==> src/rtl/fifo_wr_arbiter_if.sv <==
// fifo_wr_arbiter_if: requester-side and FIFO-write-side signals of the shared write-port arbiter
interface fifo_wr_arbiter_if #(
   parameter int NUM_REQ    = 4,
   parameter int WIDTH      = 16,
   parameter int DEPTH      = 1024,
   parameter int LEN_WIDTH  = 4,
   parameter int ADDR_WIDTH = $clog2(DEPTH)
);
   logic [NUM_REQ-1:0]           req_valid;
   logic [NUM_REQ*LEN_WIDTH-1:0] req_len;
   logic [NUM_REQ*WIDTH-1:0]     req_data;
   logic [NUM_REQ-1:0]           req_ready;
   logic                         fifo_wr_en;
   logic [WIDTH-1:0]             fifo_wr_data;
   logic                         fifo_wr_full;
   logic [ADDR_WIDTH:0]          fifo_count;
   logic [NUM_REQ-1:0]           gnt;
   logic                         busy;
   logic                         err_overflow;
   modport master (
      output req_valid, req_len, req_data, fifo_wr_full, fifo_count,
      input  req_ready, fifo_wr_en, fifo_wr_data, gnt, busy, err_overflow
   );
   modport slave (
      input  req_valid, req_len, req_data, fifo_wr_full, fifo_count,
      output req_ready, fifo_wr_en, fifo_wr_data, gnt, busy, err_overflow
   );
endinterface

==> src/rtl/fifo_wr_arbiter.sv <==
// fifo_wr_arbiter: round-robin, packet-atomic arbiter sharing one FIFO write port
module fifo_wr_arbiter #(
   parameter int NUM_REQ    = 4,
   parameter int WIDTH      = 16,
   parameter int DEPTH      = 1024,
   parameter int ADDR_WIDTH = $clog2(DEPTH),
   parameter int LEN_WIDTH  = 4
) (
   input logic               clk,
   input logic               rst,
   fifo_wr_arbiter_if.slave  wr_if
);
   localparam int OW = $clog2(NUM_REQ);
   localparam int RW = LEN_WIDTH + 1;
   localparam int CW = ADDR_WIDTH + 1;
   typedef enum logic [1:0] {IDLE, WAIT_SPACE, BURST} state_t;
   state_t        state_q, state_d;
   logic [OW-1:0] rr_q, rr_d, own_q, own_d, win;
   logic [RW-1:0] rem_q, rem_d, need;
   logic [CW-1:0] free;
   logic          err_q, err_d, any, fits, try_wr, wr;
   function automatic logic [OW-1:0] wrap(input int k);
      return OW'(k >= NUM_REQ ? k - NUM_REQ : k);
   endfunction
   // Scan downward so the requester closest above rr_q is the last, winning assignment
   always_comb begin
      win = rr_q;
      any = 1'b0;
      for (int i = NUM_REQ - 1; i >= 0; i--) begin
         if (wr_if.req_valid[wrap(int'(rr_q) + i)]) begin
            win = wrap(int'(rr_q) + i);
            any = 1'b1;
         end
      end
   end
   assign free   = CW'(DEPTH) - wr_if.fifo_count;
   assign need   = state_q == IDLE ? RW'(wr_if.req_len[win*LEN_WIDTH +: LEN_WIDTH]) + RW'(1) : rem_q;
   assign fits   = free >= CW'(need);
   assign try_wr = state_q == BURST && wr_if.req_valid[own_q];
   assign wr     = try_wr && !wr_if.fifo_wr_full;
   always_comb begin
      state_d = state_q;
      rr_d    = rr_q;
      own_d   = own_q;
      rem_d   = rem_q;
      err_d   = err_q | (try_wr & wr_if.fifo_wr_full);
      if (state_q == IDLE && any) begin
         own_d   = win;
         rem_d   = need;
         state_d = fits ? BURST : WAIT_SPACE;
      end
      if (state_q == WAIT_SPACE && fits) state_d = BURST;
      if (wr) begin
         rem_d = rem_q - RW'(1);
         if (rem_q == RW'(1)) begin
            state_d = IDLE;
            rr_d    = own_q == OW'(NUM_REQ - 1) ? '0 : own_q + OW'(1);
         end
      end
   end
   always_ff @(posedge clk) begin
      if (rst) begin
         state_q <= IDLE;
         rr_q    <= '0;
         own_q   <= '0;
         rem_q   <= '0;
         err_q   <= 1'b0;
      end else begin
         state_q <= state_d;
         rr_q    <= rr_d;
         own_q   <= own_d;
         rem_q   <= rem_d;
         err_q   <= err_d;
      end
   end
   assign wr_if.gnt          = state_q == IDLE ? '0 : {{(NUM_REQ-1){1'b0}}, 1'b1} << own_q;
   assign wr_if.req_ready    = state_q == BURST ? wr_if.gnt : '0;
   assign wr_if.fifo_wr_en   = wr;
   assign wr_if.fifo_wr_data = state_q == BURST ? wr_if.req_data[own_q*WIDTH +: WIDTH] : '0;
   assign wr_if.busy         = state_q != IDLE;
   assign wr_if.err_overflow = err_q;
endmodule

==> src/flat_wrapper.sv <==
// flat-port wrapper written by rule: the top's interface ports become plain ports
module fifo_wr_arbiter_flat 
#(
   parameter int NUM_REQ    = 4,
   parameter int WIDTH      = 16,
   parameter int DEPTH      = 1024,
   parameter int ADDR_WIDTH = $clog2(DEPTH),
   parameter int LEN_WIDTH  = 4
)
  (clk, rst, wr_if_req_valid, wr_if_req_len, wr_if_req_data, wr_if_fifo_wr_full, wr_if_fifo_count, wr_if_req_ready, wr_if_fifo_wr_en, wr_if_fifo_wr_data, wr_if_gnt, wr_if_busy, wr_if_err_overflow);
  fifo_wr_arbiter_if #(.NUM_REQ(NUM_REQ), .WIDTH(WIDTH), .DEPTH(DEPTH), .LEN_WIDTH(LEN_WIDTH), .ADDR_WIDTH(ADDR_WIDTH)) wr_if_i ();
  input logic clk;
  input logic rst;
  input wire logic [$bits(wr_if_i.req_valid)-1:0] wr_if_req_valid;
  input wire logic [$bits(wr_if_i.req_len)-1:0] wr_if_req_len;
  input wire logic [$bits(wr_if_i.req_data)-1:0] wr_if_req_data;
  input wire logic [$bits(wr_if_i.fifo_wr_full)-1:0] wr_if_fifo_wr_full;
  input wire logic [$bits(wr_if_i.fifo_count)-1:0] wr_if_fifo_count;
  output wire logic [$bits(wr_if_i.req_ready)-1:0] wr_if_req_ready;
  output wire logic [$bits(wr_if_i.fifo_wr_en)-1:0] wr_if_fifo_wr_en;
  output wire logic [$bits(wr_if_i.fifo_wr_data)-1:0] wr_if_fifo_wr_data;
  output wire logic [$bits(wr_if_i.gnt)-1:0] wr_if_gnt;
  output wire logic [$bits(wr_if_i.busy)-1:0] wr_if_busy;
  output wire logic [$bits(wr_if_i.err_overflow)-1:0] wr_if_err_overflow;
  assign wr_if_i.req_valid = wr_if_req_valid;
  assign wr_if_i.req_len = wr_if_req_len;
  assign wr_if_i.req_data = wr_if_req_data;
  assign wr_if_i.fifo_wr_full = wr_if_fifo_wr_full;
  assign wr_if_i.fifo_count = wr_if_fifo_count;
  assign wr_if_req_ready = wr_if_i.req_ready;
  assign wr_if_fifo_wr_en = wr_if_i.fifo_wr_en;
  assign wr_if_fifo_wr_data = wr_if_i.fifo_wr_data;
  assign wr_if_gnt = wr_if_i.gnt;
  assign wr_if_busy = wr_if_i.busy;
  assign wr_if_err_overflow = wr_if_i.err_overflow;
  fifo_wr_arbiter #(.NUM_REQ(NUM_REQ), .WIDTH(WIDTH), .DEPTH(DEPTH), .ADDR_WIDTH(ADDR_WIDTH), .LEN_WIDTH(LEN_WIDTH)) u_core (.clk(clk), .rst(rst), .wr_if(wr_if_i));
endmodule
==> config.mk <==
export PLATFORM = sky130hd
export DESIGN_NAME = fifo_wr_arbiter_flat
export DESIGN_NICKNAME = d
export VERILOG_FILES = /design/src/rtl/fifo_wr_arbiter_if.sv /design/src/rtl/fifo_wr_arbiter.sv /design/src/flat_wrapper.sv
export SDC_FILE = /design/constraint.sdc
export NUM_CORES = 1
export LEC_CHECK = 0
export CORE_MARGIN = 5
export CORE_UTILIZATION = 39
export DETAILED_ROUTE_END_ITERATION = 10
export PLACE_DENSITY = 0.88
export SLEW_MARGIN = 20
export SYNTH_ARGS = -nofsm -noshare
export SYNTH_HDL_FRONTEND = slang
export SYNTH_SLANG_ARGS = --single-unit
==> constraint.sdc <==
create_clock -name clk -period 5 [get_ports clk]
set_input_delay 0.75 -clock clk [delete_from_list [all_inputs] [get_ports clk]]
set_output_delay 0.75 -clock clk [all_outputs]
set_load 0.01 [all_outputs]
# == After elaboration in Yosys (flattened, before gate mapping) ==
# Index checks and enable logic that the tools add are counted.
# op_classes
bitwise_logic,2
eq_ne,4
n_mux,34
shift,3
n_addsub,11
reduce_logical,9
order_cmp,10
# ops
cell,n
$shiftx A64 B7 Y16,1
$mux W2,14
$mux W16,1
$shiftx A16 B5 Y4,1
$lt A2 B3 Y1 const B,5
$mux W5,3
$ge A11 B5 Y1,1
$sub A11 B11 Y11 const A,1
$bmux W1 S2,5
$ge A3 B3 Y1 const B,3
$mux W1,9
$mux W4,2
$sub A2 B1 Y2 const B,4
$add A2 B2 Y3 const B,2
$add A4 B1 Y5 const B,1
$eq A5 B1 Y1 const B,1
$sub A5 B1 Y5 const B,1
$eq A2 B2 Y1 const B,2
$logic_and A1 B1 Y1,4
$reduce_bool A2 Y1,2
$shl A1 B2 Y4 const A,1
$add A2 B1 Y3 const B,1
$ge A2 B3 Y1 const B,1
$add A2 B1 Y2 const B,1
6 further kinds,6
# totals
ff_bits,12

# == Longest topological paths before layout ==
# Gate-level depths: netlist (run 1).
# logic_depth
ltp_word,18
ltp_mapped,15
depth_no_buf,14

# == Worst setup path after synthesis (run 1) ==
# Ideal clock, no wire load.
# synth_path
path_type,input -> register
from,input port wr_if_req_valid[2]
to,register u_core.state_q[1]
setup_slack_ns,1.440
stages,15
arrival_time_ns,3.445
cell_sequence,nor2_1 > a211o_1 > and3_1 > buf_2 > mux2i_1 > mux2i_1 > ha_1 > mux2i_1 > ha_1 > a21o_1 > a21o_1 > a21o_1 > a221oi_2 > nor2_1 > o21a_1
# synth_between
elab_chain_cells,15
# synth_rtl
element,line,text
from (decl),flat_wrapper.sv:14,input wire logic [$bits(wr_if_i.req_valid)-1:0] wr_if_req_valid;
$bmux W1 S2,fifo_wr_arbiter.sv:30,if (wr_if.req_valid[wrap(int'(rr_q) + i)]) begin
$mux W1 (implied by the code),fifo_wr_arbiter.sv:30,
$mux W2 (4 in a row),fifo_wr_arbiter.sv:30,
$shiftx A16 B5 Y4,fifo_wr_arbiter.sv:37,assign need = state_q == IDLE ? RW'(wr_if.req_len[win*LEN_WIDTH +: LEN_WIDTH]) + RW'(1) : rem_q;
$add A4 B1 Y5,fifo_wr_arbiter.sv:37,
$mux W5,fifo_wr_arbiter.sv:37,
$ge A11 B5 Y1,fifo_wr_arbiter.sv:38,assign fits = free >= CW'(need);
$mux W2,fifo_wr_arbiter.sv:50,state_d = fits ? BURST : WAIT_SPACE;
$mux W2,fifo_wr_arbiter.sv:47,if (state_q == IDLE && any) begin
$mux W2,fifo_wr_arbiter.sv:52,if (state_q == WAIT_SPACE && fits) state_d = BURST;
$mux W2,fifo_wr_arbiter.sv:55,if (rem_q == RW'(1)) begin
$mux W2 *,fifo_wr_arbiter.sv:53,if (wr) begin
to (signal assigned),fifo_wr_arbiter.sv:69,state_q <= state_d;
to (decl),fifo_wr_arbiter.sv:17,"state_t state_q, state_d;"
# Every way passes the cells marked *; elsewhere a longest branch is shown, timed or not. The select of a mux whose other input is x is not followed.
# A chain may end at the register's enable or synchronous reset.

# == Final worst setup path (run 1) ==
# layout_path
from,input port wr_if_req_valid[0]
to,register u_core.state_q[1]
# The elaborated chain is that of the path after synthesis.

==> flow_summary.json, run 1 <==
{
  "path_class": "input port to register",
  "timing.rr.start": "u_core.rr_q[0]$_SDFFE_PP0P_",
  "tightestPinTransition_ns": 0.832,
  "clockRootBuffer": "clkbuf_8",
  "h-tree-depth": 1,
  "dieArea_mm2": 0.00608,
  "synthArstFlopShare_pct": 0,
  "rr_worst_depth": 14,
  "status": "finished clean",
  "grt_pass1_vias": 2127,
  "clock_power_share_pct": 19.5,
  "wl_per_cell_um": 17.9,
  "viasPerCell": 5.55,
  "final_common_cell": "clkdlybuf4s50_1",
  "die_x_um": 78.0,
  "fin_skew_ns": 0.00377,
  "switchingPower_w": 0.000147,
  "holdPathStages": 2,
  "fmax_mhz": 233,
  "final.setup.tns_ns": 0,
  "syn_area_per_cell_um2": 8.67,
  "clockBufferDepth": 2,
  "grt_max_degree": 23,
  "ys.flop_type": "dfxtp_1",
  "crit_path_start": "wr_if_req_valid[0]",
  "ctsHoldBuffers": 0,
  "leakagePower_nw": 1.19,
  "ir_drop_uv": 88.0,
  "antenna_found_initial": 0,
  "gr-total-overflow": 0,
  "drt_iter0_markers": 58,
  "drive_gt1_share_pct": 10.4,
  "critPathMaxFanout": 11,
  "cts.sinks": 12,
  "syn-num-nets": 319,
  "grt_usage_pct": 22.3,
  "gp_congestion": 0.862,
  "hp-class": "register to register",
  "cts_buffers": 3,
  "power_density_mw_per_mm2": 149,
  "routed_wl_mm": 6.81,
  "drv_slew": 0,
  "grt_pass1_wl_mm": 10.9,
  "intPower_w": 0.000319,
  "setup_violations": 0,
  "n_antenna_cell": 0,
  "dr.pass1.iters": 4,
  "mostFrequentLayoutCells": "clkdlybuf4s50_1, and2_1, mux4_2",
  "synth_warnings": 0,
  "antenna_left": 0,
  "fin_nets": 441,
  "rows": 24,
  "hold_start": "u_core.wr_if.err_overflow$_SDFF_PP0_",
  "relSlewSlack_pct": 44.0,
  "end_kind": "register",
  "syn_area_mm2": 0.00180,
  "start_kind": "input port",
  "core_area_mm2": 0.00441,
  "synth_cell_types": 48,
  "hold_violations": 0,
  "clock_latency_ns": 0.25,
  "maxCapViolCount": 0,
  "dieHeight_um": 78.0,
  "ios": 125,
  "path_clk_slew_ns": 0.05,
  "yosysSeqAreaShare_pct": 13.3,
  "power_frac_seq_pct": 23.9,
  "netSwitchingFraction_pct": 31.6,
  "cts_tree": "done",
  "hpwl_mm": 5.79,
  "hold_ws_ns": 0.490,
  "p_comb_share_pct": 56.6,
  "synth_edf_count": 0,
  "arrival_ns": 4.44,
  "cts_resized": 0,
  "min_period_ns": 4.29,
  "via_count": 2108,
  "synth_seq_cells": 12,
  "syn2layout_area_growth_pct": 73.6,
  "rsz0062_at_grt": "no",
  "required_ns": 5.14,
  "drc": 0,
  "initial_core_util_pct": 40.8,
  "port_buffers": 124,
  "synthesis.instances": 208,
  "finalCritPeriodShare_pct": 85.9,
  "post_cts_buffers": 0
}
layout make-up:
cell class / instances / area, µm²
clock buffer: 3 / 41.3
inverter: 12 / 45.0
sequential: 12 / 240
tap: 52 / 65.1
timing repair buffer: 127 / 1260
fill: 361 / 1280
multi-input combinational: 174 / 1470
cells in the mapped netlist, types with 4 or more instances:
cell | number | area share (%)
nand2_1 | 15 | 3.1
dfxtp_1 | 12 | 13
ha_1 | 13 | 9.0
nand2b_1 | 5 | 1.7
nor4_1 | 5 | 1.7
a21oi_1 | 9 | 2.5
inv_1 | 12 | 2.5
mux4_2 | 17 | 21
mux2i_1 | 9 | 5.0
clkbuf_1 | 6 | 1.2
a31oi_1 | 4 | 1.4
o21ai_0 | 4 | 1.1
nor2b_1 | 6 | 2.1
and2_1 | 24 | 8.3
nor2_1 | 15 | 3.1
sequential cells by signal, summed over array words and instances (netlist names):
name / cells
u_core.rr_q: 2
u_core.wr_if.err_overflow: 1
u_core.own_q: 2
u_core.state_q: 2
u_core.rem_q: 5
power groups by stage:
stage          sequential (W)  combinational, W  clock (W)
3_3_place_gp         0.000113          0.000255          0
6_report             0.000112          0.000264  0.0000908
5_1_grt              0.000113          0.000288  0.0000956
3_5_place_dp         0.000113          0.000265          0
2_1_floorplan        0.000111          0.000129          0
4_1_cts              0.000111          0.000266  0.0000920
metrics by stage:
stage | area (µm²) | power (W) | utilization [%] | instances | setup WS [ns]
finish | 3130 | 0.000467 | 70.9 | 380 | 0.705
global route | 3130 | 0.000497 | 70.9 | 380 | 0.364
CTS | 3130 | 0.000469 | 70.9 | 380 | 0.731
floorplan | 1800 | 0.000240 | - | 208 | 1.44
detailed placement | 3090 | 0.000378 | 70.0 | 377 | 0.499
global placement | 3090 | 0.000368 | 70.0 | 377 | 0.679
path summary, 6_finish.rpt:
path,end,slack [ns]
worst max-delay path,u_core.state_q[1]$_SDFF_PP0_,0.71
worst min-delay path,u_core.wr_if.err_overflow$_SDFF_PP0_,0.49
worst max register to register,u_core.state_q[1]$_SDFF_PP0_,1.42
worst min register to register,u_core.wr_if.err_overflow$_SDFF_PP0_,0.49
critical path, cell delays in order:
cell	delay (ns)
clkdlybuf4s50_1	0.50
nor2b_1	0.19
o21bai_1	0.22
and3_1	0.45
mux2i_1	0.13
mux2i_1	0.39
ha_1	0.32
mux2i_1	0.22
ha_1	0.28
a21o_1	0.16
a21o_1	0.17
a21o_1	0.17
a221oi_2	0.24
nor2_1	0.07
o21a_1	0.16
cells by family (layout without fill, tap and decap cells):
family,after synthesis,in the layout,share of synthesized area (%)
adder cells (fa/ha/maj),13,13,9.02
AO/OA/AOI/OAI,40,40,15.7
flip-flops,12,12,13.3
AND/OR/NAND/NOR,89,89,27.6
multiplexers,28,28,27.5
XOR/XNOR,4,4,1.94
buffers and inverters,22,142,4.93
layer usage:
| layer | vias up | GRT usage (%) | part of all wire (%) |
|---|---|---|---|
| met5 | - | 0 | 0 |
| met3 | 25 | 3.59 | 6.2 |
| li1 | 1017 | - | - |
| met4 | 0 | 11.1 | 4.0 |
| met2 | 97 | 39.1 | 49 |
| met1 | 969 | 26.1 | 40 |
(Power assumes the default switching activity.)
==> run 2: changes to the inputs <==
Settings changed: CORE_UTILIZATION 39 to 36, PLACE_DENSITY 0.88 to 0.82.
Clock period 5 ns to 4.43 ns, I/O delays scaled along.
==> run 2 against run 1 <==
Net effect: flip-flop and latch count did not move; routed wire length fell by 3.7%; setup slack got worse by 0.29 ns; critical path type unchanged; largest power group unchanged.
==> flow_summary.json, run 2 (same netlist as run 1, synthesis figures left out) <==
{
  "antenna_found_initial": 0,
  "drive_gt1_share_pct": 11.2,
  "n_antenna_cell": 0,
  "critPathMaxFanout": 11,
  "largest_reg_flops": 5,
  "grt_pass1_vias": 2062,
  "dieArea_mm2": 0.00652,
  "gp_congestion": 0.845,
  "final_common_cell": "clkdlybuf4s50_1",
  "cts_buffers": 3,
  "power_density_mw_per_mm2": 173,
  "ios": 125,
  "place_area_mm2": 0.00311,
  "fin_skew_ns": 0.00216,
  "final_cells": 397,
  "hp-class": "register to register",
  "dieHeight_um": 80.8,
  "finalCritPeriodShare_pct": 90.7,
  "fmax_mhz": 249,
  "maxCapViolCount": 0,
  "fillers": 412,
  "tightestPinTransition_ns": 0.819,
  "initial_core_util_pct": 37.7,
  "rsz0062_at_grt": "no",
  "viasPerCell": 5.22,
  "clock_latency_ns": 0.25,
  "design_area_mm2": 0.00317,
  "arrival_ns": 4.16,
  "antenna_left": 0,
  "mostFrequentLayoutCells": "clkdlybuf4s50_1, and2_1, mux4_2",
  "grt_max_degree": 23,
  "status": "finished clean",
  "path_clk_slew_ns": 0.06,
  "dr.pass1.iters": 4,
  "routed_wl_mm": 6.55,
  "via_count": 2072,
  "die_x_um": 80.8,
  "start_kind": "input port",
  "drt_iter0_markers": 108,
  "cts_tree": "done",
  "final.setup.tns_ns": 0,
  "port_buffers": 124,
  "syn2layout_area_growth_pct": 75.9,
  "min_period_ns": 4.02,
  "core_area_mm2": 0.00479,
  "ir_drop_uv": 156,
  "leakagePower_nw": 1.20,
  "setup_violations": 0,
  "largest_register": "u_core.rem_q",
  "drc": 0,
  "hpwl_mm": 5.54,
  "clockRootBuffer": "clkbuf_8",
  "relSlewSlack_pct": 44.9,
  "path_class": "input port to register",
  "cts.sinks": 12,
  "grt_usage_pct": 20.4,
  "fin_nets": 442,
  "wl_per_cell_um": 16.5,
  "end_kind": "register",
  "h-tree-depth": 1,
  "rows": 25,
  "grt_pass1_wl_mm": 10.4,
  "required_ns": 4.57,
  "hold_violations": 0,
  "post-place-cells": 393,
  "drv_slew": 0,
  "gr-total-overflow": 0,
  "clockBufferDepth": 2
}
## run 2: changes by cell type in the layout (fill, tap and decap cells not counted)
cell	before	now
and3_1	2	1
and3_2	1	2
buf_4	3	4
clkbuf_8	3	4
## run 2: layout make-up
type | instances | area (µm²) | area share (%)
multi-input combinational | 174 | 1480 | 46.5
timing repair buffer | 128 | 1270 | 40.1
tap | 67 | 83.8 | 2.64
inverter | 12 | 45.0 | 1.42
clock buffer | 4 | 55.1 | 1.74
sequential | 12 | 240 | 7.58
## run 2: worst paths after layout
check / start / to / slack, ns / depth (start not counted)
max: wr_if_req_valid[3] / u_core.state_q[1]$_SDFF_PP0_ / 0.41 / 15
min: u_core.wr_if.err_overflow$_SDFF_PP0_ / u_core.wr_if.err_overflow$_SDFF_PP0_ / 0.48 / 2
max reg2reg: u_core.rr_q[0]$_SDFFE_PP0P_ / u_core.state_q[1]$_SDFF_PP0_ / 1.00 / 14
min reg2reg: u_core.wr_if.err_overflow$_SDFF_PP0_ / u_core.wr_if.err_overflow$_SDFF_PP0_ / 0.48 / 2
## run 2: layer usage
layer / up-vias / global-route usage, % / share of wire, %
li1: 1020 / - / -
met1: 964 / 24.9 / 42
met2: 82 / 37.0 / 50
met3: 6 / 4.21 / 7.3
met4: 0 / 4.22 / 1.1
met5: - / 0 / 0
## run 2: report_power, final
part	switching, W	leakage, nW	internal [W]
Sequential	0.0000105	0.0984	0.000116
Clock	0.0000450	0.0288	0.0000787
Combinational	0.000112	1.07	0.000184
## run 2: stage by stage
step	util (%)	setup WS, ns	power (W)	hold WS, ns
6_report	66.2	0.410	0.000547	0.480
5_1_grt	66.2	0.0773	0.000583	0.538
2_1_floorplan	-	0.956	0.000271	0.478
3_3_place_gp	65.1	0.192	0.000419	0.456
3_5_place_dp	65.1	0.0355	0.000426	0.468
4_1_cts	66.2	0.290	0.000551	0.483
## run 2: critical path, cell delays in order
cell and delay [ns]:
clkdlybuf4s50_1 0.61, nor2b_1 0.09, o21ai_1 0.21, and3_2 0.36, mux2i_1 0.12, mux2i_1 0.36
ha_1 0.31, mux2i_1 0.19, ha_1 0.26, a21o_1 0.15, a21o_1 0.17, a21o_1 0.18
a221oi_2 0.24, nor2_1 0.08, o21a_1 0.17
## run 2: what timing repair did
action,4_1_cts,5_1_grt
buffers inserted,0,0
resized for setup,0,1
hold buffers,0,0
endpoints found under the setup margin,0,1
==> run 3: changes to the inputs <==
Settings changed: SLEW_MARGIN 20 to unset.
==> results of run 3 <==
Same layout as run 2: the final DEF is identical, and so are final timing and power.
